<file path="src/rtl/tc_pkg.sv">
// Purpose: shared constants for the TC serial receiver (frame geometry,
//          FSM state encoding, rx_status bit positions, status packer).
// Latency: n/a (package). Backpressure: n/a.
package tc_pkg;

  localparam int TC_NUM_WORDS = 10;
  localparam int TC_WORD_W    = 32;

  // Receiver FSM encoding, kept as plain constants so the status/debug
  // tooling that decodes the raw state value keeps working.
  localparam logic [1:0] ST_IDLE   = 2'd0;
  localparam logic [1:0] ST_SKIP   = 2'd1;
  localparam logic [1:0] ST_RECV   = 2'd2;
  localparam logic [1:0] ST_COMMIT = 2'd3;

  // rx_status field positions
  localparam int STS_FRAME_VALID  = 0;
  localparam int STS_BUSY         = 1;
  localparam int STS_TIMEOUT_ERR  = 2;
  localparam int STS_OVERRUN      = 3;
  localparam int STS_WORD_IDX_LSB = 4;
  localparam int STS_BIT_IDX_LSB  = 8;

  // Assemble the status word; every bit not listed reads 0.
  function automatic logic [31:0] tc_status_word(
    input logic       frame_valid,
    input logic       busy,
    input logic       timeout_err,
    input logic       overrun,
    input logic [3:0] word_idx,
    input logic [4:0] bit_idx
  );
    logic [31:0] w;
    w                          = '0;
    w[STS_FRAME_VALID]         = frame_valid;
    w[STS_BUSY]                = busy;
    w[STS_TIMEOUT_ERR]         = timeout_err;
    w[STS_OVERRUN]             = overrun;
    w[STS_WORD_IDX_LSB +: 4]   = word_idx;
    w[STS_BIT_IDX_LSB +: 5]    = bit_idx;
    return w;
  endfunction

endpackage

</file>
<file path="src/rtl/tc_rx_edge_sync.sv">
// Purpose: 2-flop synchronizer plus edge detect for one asynchronous input.
// Latency: input change to sync_q/rise/fall = 3 sysclk edges (all outputs aligned).
// Backpressure: none; edges closer than 3 sysclk periods apart may be lost.
// Ports: sysclk, reset (sync, active-high), d (async input),
//        sync_q (synchronized level), rise/fall (one-cycle edge pulses).
module tc_rx_edge_sync (
  input  logic sysclk,
  input  logic reset,
  input  logic d,
  output logic sync_q,
  output logic rise,
  output logic fall
);

  logic meta;
  logic sync;
  logic hist;

  always_ff @(posedge sysclk) begin
    if (reset) begin
      meta <= 1'b0;
      sync <= 1'b0;
      hist <= 1'b0;
      rise <= 1'b0;
      fall <= 1'b0;
    end else begin
      meta <= d;
      sync <= meta;
      hist <= sync;
      rise <= sync & ~hist;
      fall <= ~sync & hist;
    end
  end

  // hist is updated on the same edge that registers rise/fall, so the level
  // and the edge pulses come out of the block with identical latency.
  assign sync_q = hist;

endmodule

</file>
<file path="src/rtl/tc_rx_deserializer.sv">
// Purpose: TC serial receiver; samples sin on tcclk_in falling edges and
//          deserializes a 10 x 32-bit frame (word 1 first, MSB first).
// Latency: last tcclk_in falling edge to rx_reg*/frame_valid update = 5 sysclk.
// Backpressure: none; a new frame overwrites rx_reg* and raises overrun if
//          frame_valid was not cleared.
// Ports: sysclk, reset (sync, active-high), rx_en, rx_clr (flag clear pulse),
//        tcclk_in/sin (async serial pair), rx_reg1..rx_reg10 (last committed
//        frame), rx_status (frame_valid, busy, timeout_err, overrun,
//        word_idx[7:4], bit_idx[12:8]).
// Build option: define TC_RX_TIMEOUT_EN to add the stalled-frame watchdog;
//        without it rx_status[2] reads 0 and a stalled frame waits forever.
module tc_rx_deserializer
  import tc_pkg::*;
#(
  parameter int NUM_WORDS = TC_NUM_WORDS,
  parameter int WORD_W    = TC_WORD_W,
  parameter int SKIP_BITS = 0,
  parameter int TIMEOUT   = 1024
) (
  input  logic              sysclk,
  input  logic              reset,
  input  logic              rx_en,
  input  logic              rx_clr,
  input  logic              tcclk_in,
  input  logic              sin,
  output logic [WORD_W-1:0] rx_reg1,
  output logic [WORD_W-1:0] rx_reg2,
  output logic [WORD_W-1:0] rx_reg3,
  output logic [WORD_W-1:0] rx_reg4,
  output logic [WORD_W-1:0] rx_reg5,
  output logic [WORD_W-1:0] rx_reg6,
  output logic [WORD_W-1:0] rx_reg7,
  output logic [WORD_W-1:0] rx_reg8,
  output logic [WORD_W-1:0] rx_reg9,
  output logic [WORD_W-1:0] rx_reg10,
  output logic [31:0]       rx_status
);

  localparam logic [3:0] LAST_WORD = 4'(NUM_WORDS - 1);
  localparam logic [4:0] LAST_BIT  = 5'(WORD_W - 1);
  localparam logic [7:0] LAST_SKIP = 8'(SKIP_BITS - 1);

  // ---------------------------------------------------------------------------
  // Input synchronization (both paths share the same pipeline depth)
  // ---------------------------------------------------------------------------
  logic clk_sync, clk_rise, clk_fall;
  logic sin_sync, sin_rise, sin_fall;

  tc_rx_edge_sync u_clk_sync (
    .sysclk (sysclk),
    .reset  (reset),
    .d      (tcclk_in),
    .sync_q (clk_sync),
    .rise   (clk_rise),
    .fall   (clk_fall)
  );

  tc_rx_edge_sync u_sin_sync (
    .sysclk (sysclk),
    .reset  (reset),
    .d      (sin),
    .sync_q (sin_sync),
    .rise   (sin_rise),
    .fall   (sin_fall)
  );

  logic unused_edges;
  assign unused_edges = ^{clk_sync, clk_rise, sin_rise, sin_fall};

  // ---------------------------------------------------------------------------
  // State
  // ---------------------------------------------------------------------------
  logic [1:0]        state;
  logic [7:0]        skip_cnt;
  logic [4:0]        bit_idx;
  logic [3:0]        word_idx;
  logic [WORD_W-1:0] shreg;
  logic [WORD_W-1:0] stage [NUM_WORDS];
  logic [WORD_W-1:0] rx_q  [NUM_WORDS];
  logic              frame_valid;
  logic              overrun;
  logic              timeout_err;

  logic              in_frame;
  logic [WORD_W-1:0] shreg_nxt;
  logic              wd_expire;

  assign in_frame  = (state == ST_SKIP) || (state == ST_RECV);
  assign shreg_nxt = {shreg[WORD_W-2:0], sin_sync};

  // ---------------------------------------------------------------------------
  // Stalled-frame watchdog
  // ---------------------------------------------------------------------------
`ifdef TC_RX_TIMEOUT_EN
  logic [15:0] wd_cnt;

  // Restarts on every consumed falling edge and whenever no frame is open,
  // so wd_cnt is the number of sysclk cycles since the last edge.
  always_ff @(posedge sysclk) begin
    if (reset) begin
      wd_cnt <= '0;
    end else if (in_frame && !clk_fall) begin
      wd_cnt <= wd_cnt + 16'd1;
    end else begin
      wd_cnt <= '0;
    end
  end

  assign wd_expire = in_frame && rx_en && !clk_fall && (wd_cnt == 16'(TIMEOUT - 1));
`else
  assign wd_expire = 1'b0;
`endif

  // ---------------------------------------------------------------------------
  // Receive FSM and datapath
  // ---------------------------------------------------------------------------
  always_ff @(posedge sysclk) begin
    if (reset) begin
      state    <= ST_IDLE;
      skip_cnt <= '0;
      bit_idx  <= '0;
      word_idx <= '0;
      shreg    <= '0;
      for (int i = 0; i < NUM_WORDS; i++) begin
        stage[i] <= '0;
        rx_q[i]  <= '0;
      end
    end else begin
      case (state)
        ST_IDLE: begin
          skip_cnt <= '0;
          bit_idx  <= '0;
          word_idx <= '0;
          if (clk_fall && rx_en) begin
            // The opening edge is already bit 0: either the first skipped
            // bit or, with nothing to skip, the first data bit.
            if (SKIP_BITS == 0) begin
              shreg   <= shreg_nxt;
              bit_idx <= 5'd1;
              state   <= ST_RECV;
            end else begin
              skip_cnt <= 8'd1;
              state    <= (SKIP_BITS == 1) ? ST_RECV : ST_SKIP;
            end
          end
        end

        ST_SKIP: begin
          if (!rx_en || wd_expire) begin
            state    <= ST_IDLE;
            skip_cnt <= '0;
          end else if (clk_fall) begin
            if (skip_cnt == LAST_SKIP) begin
              skip_cnt <= '0;
              state    <= ST_RECV;
            end else begin
              skip_cnt <= skip_cnt + 8'd1;
            end
          end
        end

        ST_RECV: begin
          if (!rx_en || wd_expire) begin
            state    <= ST_IDLE;
            bit_idx  <= '0;
            word_idx <= '0;
          end else if (clk_fall) begin
            shreg <= shreg_nxt;
            if (bit_idx == LAST_BIT) begin
              stage[word_idx] <= shreg_nxt;
              bit_idx         <= '0;
              word_idx        <= word_idx + 4'd1;
              if (word_idx == LAST_WORD) begin
                state <= ST_COMMIT;
              end
            end else begin
              bit_idx <= bit_idx + 5'd1;
            end
          end
        end

        default: begin  // ST_COMMIT
          rx_q     <= stage;
          bit_idx  <= '0;
          word_idx <= '0;
          state    <= ST_IDLE;
        end
      endcase
    end
  end

  // ---------------------------------------------------------------------------
  // Sticky status flags. Later assignments win: a clear coinciding with a
  // commit still leaves frame_valid set, and overrun reflects the
  // frame_valid value seen before that clear.
  // ---------------------------------------------------------------------------
  always_ff @(posedge sysclk) begin
    if (reset) begin
      frame_valid <= 1'b0;
      overrun     <= 1'b0;
      timeout_err <= 1'b0;
    end else begin
      if (rx_clr) begin
        frame_valid <= 1'b0;
        overrun     <= 1'b0;
        timeout_err <= 1'b0;
      end
      if (state == ST_COMMIT) begin
        frame_valid <= 1'b1;
        overrun     <= frame_valid | (overrun & ~rx_clr);
      end
      if (wd_expire) begin
        timeout_err <= 1'b1;
      end
    end
  end

  // ---------------------------------------------------------------------------
  // Outputs
  // ---------------------------------------------------------------------------
  assign rx_reg1  = rx_q[0];
  assign rx_reg2  = rx_q[1];
  assign rx_reg3  = rx_q[2];
  assign rx_reg4  = rx_q[3];
  assign rx_reg5  = rx_q[4];
  assign rx_reg6  = rx_q[5];
  assign rx_reg7  = rx_q[6];
  assign rx_reg8  = rx_q[7];
  assign rx_reg9  = rx_q[8];
  assign rx_reg10 = rx_q[9];

  assign rx_status = tc_status_word(frame_valid, state != ST_IDLE, timeout_err,
                                    overrun, word_idx, bit_idx);

endmodule

</file>
<file path="config.mk">
export PLATFORM = sky130hd
export DESIGN_NAME = tc_rx_deserializer
export DESIGN_NICKNAME = d
export VERILOG_FILES = /design/src/rtl/tc_pkg.sv /design/src/rtl/tc_rx_edge_sync.sv /design/src/rtl/tc_rx_deserializer.sv
export SDC_FILE = /design/constraint.sdc
export NUM_CORES = 1
export LEC_CHECK = 0
export BUFFER_PORTS_ARGS = -buffer_cell sky130_fd_sc_hd__buf_2
export CORE_UTILIZATION = 59
export CTS_BUF_LIST = sky130_fd_sc_hd__clkbuf_8
export CTS_CLUSTER_SIZE = 12
export DETAILED_ROUTE_END_ITERATION = 12
export PLACE_DENSITY = 0.93
export RECOVER_POWER = 50
export SLEW_MARGIN = 5
export SYNTH_ARGS = -nofsm -noshare
export SYNTH_HDL_FRONTEND = slang
export SYNTH_SLANG_ARGS = --single-unit
</file>
<file path="constraint.sdc">
create_clock -name sysclk -period 2.4 [get_ports sysclk]
set_input_delay 0.48 -clock sysclk [delete_from_list [all_inputs] [get_ports sysclk]]
set_output_delay 0.48 -clock sysclk [all_outputs]
set_load 0.02 [all_outputs]
</file>
==> results_dict.tcl <==
set metrics [dict create \
    min_period_ns 2.310 \
    drive_above_1_share_pct 10.60 \
    grt_pass1_wl_um 113400 \
    num_vias 22690 \
    status "finished clean" \
    die_h_um 208.1 \
    ant_nets 0 \
    final-hold-violation-count 0 \
    syn_inst 3145 \
    start_util_pct 59.73 \
    clkLatencyLatePin_ns 0.68 \
    dp_slack_ns 0.1128 \
    synth_area_per_cell_um2 7.966 \
    pwr_density_cell_nw_per_um2 748.7 \
    diodes 0 \
    gr-total-overflow 0 \
    wl_per_cell_um 18.56 \
    clkSinkCount 699 \
    synthFlopType "dfxtp_1" \
    fmax_ghz 0.4330 \
    vias_per_cell 5.643 \
    syn_to_final_growth_pct 14.42 \
    hp-class "input pin to flip-flop" \
    cts_tree "yes" \
    ir_drop_mv 0.4711 \
    root_buffer "clkbuf_8" \
    end_kind "flip-flop" \
    portBuffers 337 \
    ys_seq_elements 699 \
    routabilityCongestion 0.8907 \
    r2r_slack_ns 0.09 \
    ys_types 46 \
    grt_max_degree 128 \
    max_cap_viol_count 0 \
    fin_cells 4021 \
    dp_hpwl_um 46330 \
    synth_edf_count 0 \
    layout.nets 3423 \
    htree_num_levels 3 \
    cts_buffers 106 \
    final.setup.tns_ns 0 \
    antenna_found_initial 0 \
    drt-initial-drc-count 2319 \
    path_class "flip-flop to flip-flop" \
    critical_path.max_fanout 114 \
    final.setup.worst_slack_ns 0.09045 \
    core_area_um2 41950 \
    ios 358 \
    yosysWarnings 0 \
    cp-start-kind "flip-flop" \
    clk_path_buf_depth 3 \
    synth-seq-area-share_pct 55.85 \
    fin_skew_ns 0.01654 \
    setup_violations 0 \
    fin_hold_ws_ns 0.03643 \
    drc 0 \
    die_w_um 208.1 \
    final_max_slew_viol_count 0 \
    netlist_area_um2 25050 \
    rsz0062_at_grt "false" \
    grt_usage_pct 33.38 \
    grt_pass1_vias 20650 \
    place_inst 3841 \
    fin_total_pwr_mw 21.46 \
    ys_async_sr_fraction_pct 0 \
    drt_first_pass_iters 6 \
    rows 75 \
    critPathRequiredTime_ns 3.00 \
    tightest_slew_ns 1.168 \
    fp.dieArea_um2 43290 \
    clk_pin_slew_ns 0.07 \
    cellLeakagePower_nw 9.540 \
    finalCritPeriodShare_pct 96.23 \
    max-slew-margin-rel_pct 22.14 \
    drt_wl_total_um 74640 \
    arrival_ns 2.90 \
]
-- cells in the mapped netlist, types with 16 or more instances --
cell type / n / share of area [%]
buf_4: 25 / 0.75
nand2_2: 28 / 0.70
buf_2: 58 / 1.2
buf_6: 25 / 1.1
dfxtp_1: 699 / 56
nor2_1: 16 / 0.24
a21oi_1: 648 / 13
a21oi_2: 33 / 1.2
nand2_1: 1327 / 20
clkbuf_1: 176 / 2.6
-- worst max-delay path, cell delays in order (launching register included) --
cell,delay [ns]
dfxtp_1,0.39
buf_4,0.23
and2_0,0.41
buf_6,0.64
nand2_1,0.23
a21oi_1,0.19
-- path summary, 6_finish.rpt --
path / start / end / depth (start not counted)
setup / recovery: state[1] / rx_reg6[29] / 5
hold / removal: sin / u_sin_sync.meta / 2
setup reg to reg: state[1] / rx_reg6[29] / 5
hold reg to reg: stage[188] / rx_reg5[28] / 2
-- cells by family (layout without fill, tap and decap cells) --
| group | Yosys count | in the layout | share of synthesized area (%) |
|---|---|---|---|
| flops | 699 | 699 | 55.85 |
| other cells | 1 | 20 | 0.01497 |
| fa+ha+maj | 7 | 7 | 0.3496 |
| xor+xnor | 11 | 11 | 0.3846 |
| buf+inv | 295 | 613 | 5.833 |
| compound gates | 694 | 694 | 14.45 |
| simple gates | 1438 | 1438 | 23.12 |
-- final cells by class --
cell class / instances / area (µm²)
clock buffers: 128 / 1762
clock inverters: 52 / 309.0
fillers: 3316 / 13280
inverters: 3 / 11.26
multi-input cells: 2170 / 9682
flip-flops and latches: 699 / 13990
well taps: 539 / 674.4
repair buffers: 430 / 2236
-- timing repair --
action | 4_1_cts | 5_1_grt
setup endpoints to repair | 0 | 32
hold buffers | 0 | 0
setup buffers | 0 | 0
resized for setup | 0 | 4
-- flip-flops by register name, indices dropped and copies added, names as in the netlist, 8 cells and up --
register and cells:
rx_reg7 32, rx_reg1 32, rx_reg4 32, skip_cnt 8, shreg 31, rx_reg5 32, rx_reg8 32, stage 320
rx_reg6 32, rx_reg3 32, rx_reg2 32, rx_reg9 32, rx_reg10 32
-- routing by layer --
layer | GRT usage (%) | routed length, µm
met5 | 0 | 0
met4 | 18.80 | 3775
met3 | 6.611 | 6996
met2 | 51.39 | 33690
met1 | 44.03 | 30180
-- per-stage QoR --
stage	utilization, %	area (µm²)
after floorplan	-	25130
after global placement	64.43	27030
after detailed placement	64.43	27030
after CTS	69.37	29100
after global routing	68.34	28670
final	68.34	28670
-- placed cells by master (no fill, tap or decap), types with 5 or more instances in the layout --
master and n:
nor2b_1 8, clkbuf_1 284, clkbuf_2 5, or4_1 6, a21oi_2 33, buf_4 61
nor2_1 16, clkinv_2 13, dfxtp_1 699, xnor2_1 8, buf_12 16, nand2_1 1326
nor3_1 5, a21oi_1 648, and3_1 5, inv_1 34, nand3_1 5, buf_6 5
conb_1 20, clkinvlp_4 5, nor4_4 8, nand2_2 29, buf_2 56, nand2b_1 7
clkbuf_8 128, ha_1 7
-- report_power, final --
part           internal (mW)  switching [mW]  leakage (nW)
clock network           5.11            4.46          1.18
registers               11.6         0.00386          5.63
logic                 0.0453           0.233          2.73
total                   16.8            4.70          9.54
No activity file was read; power rests on OpenSTA's default activity.
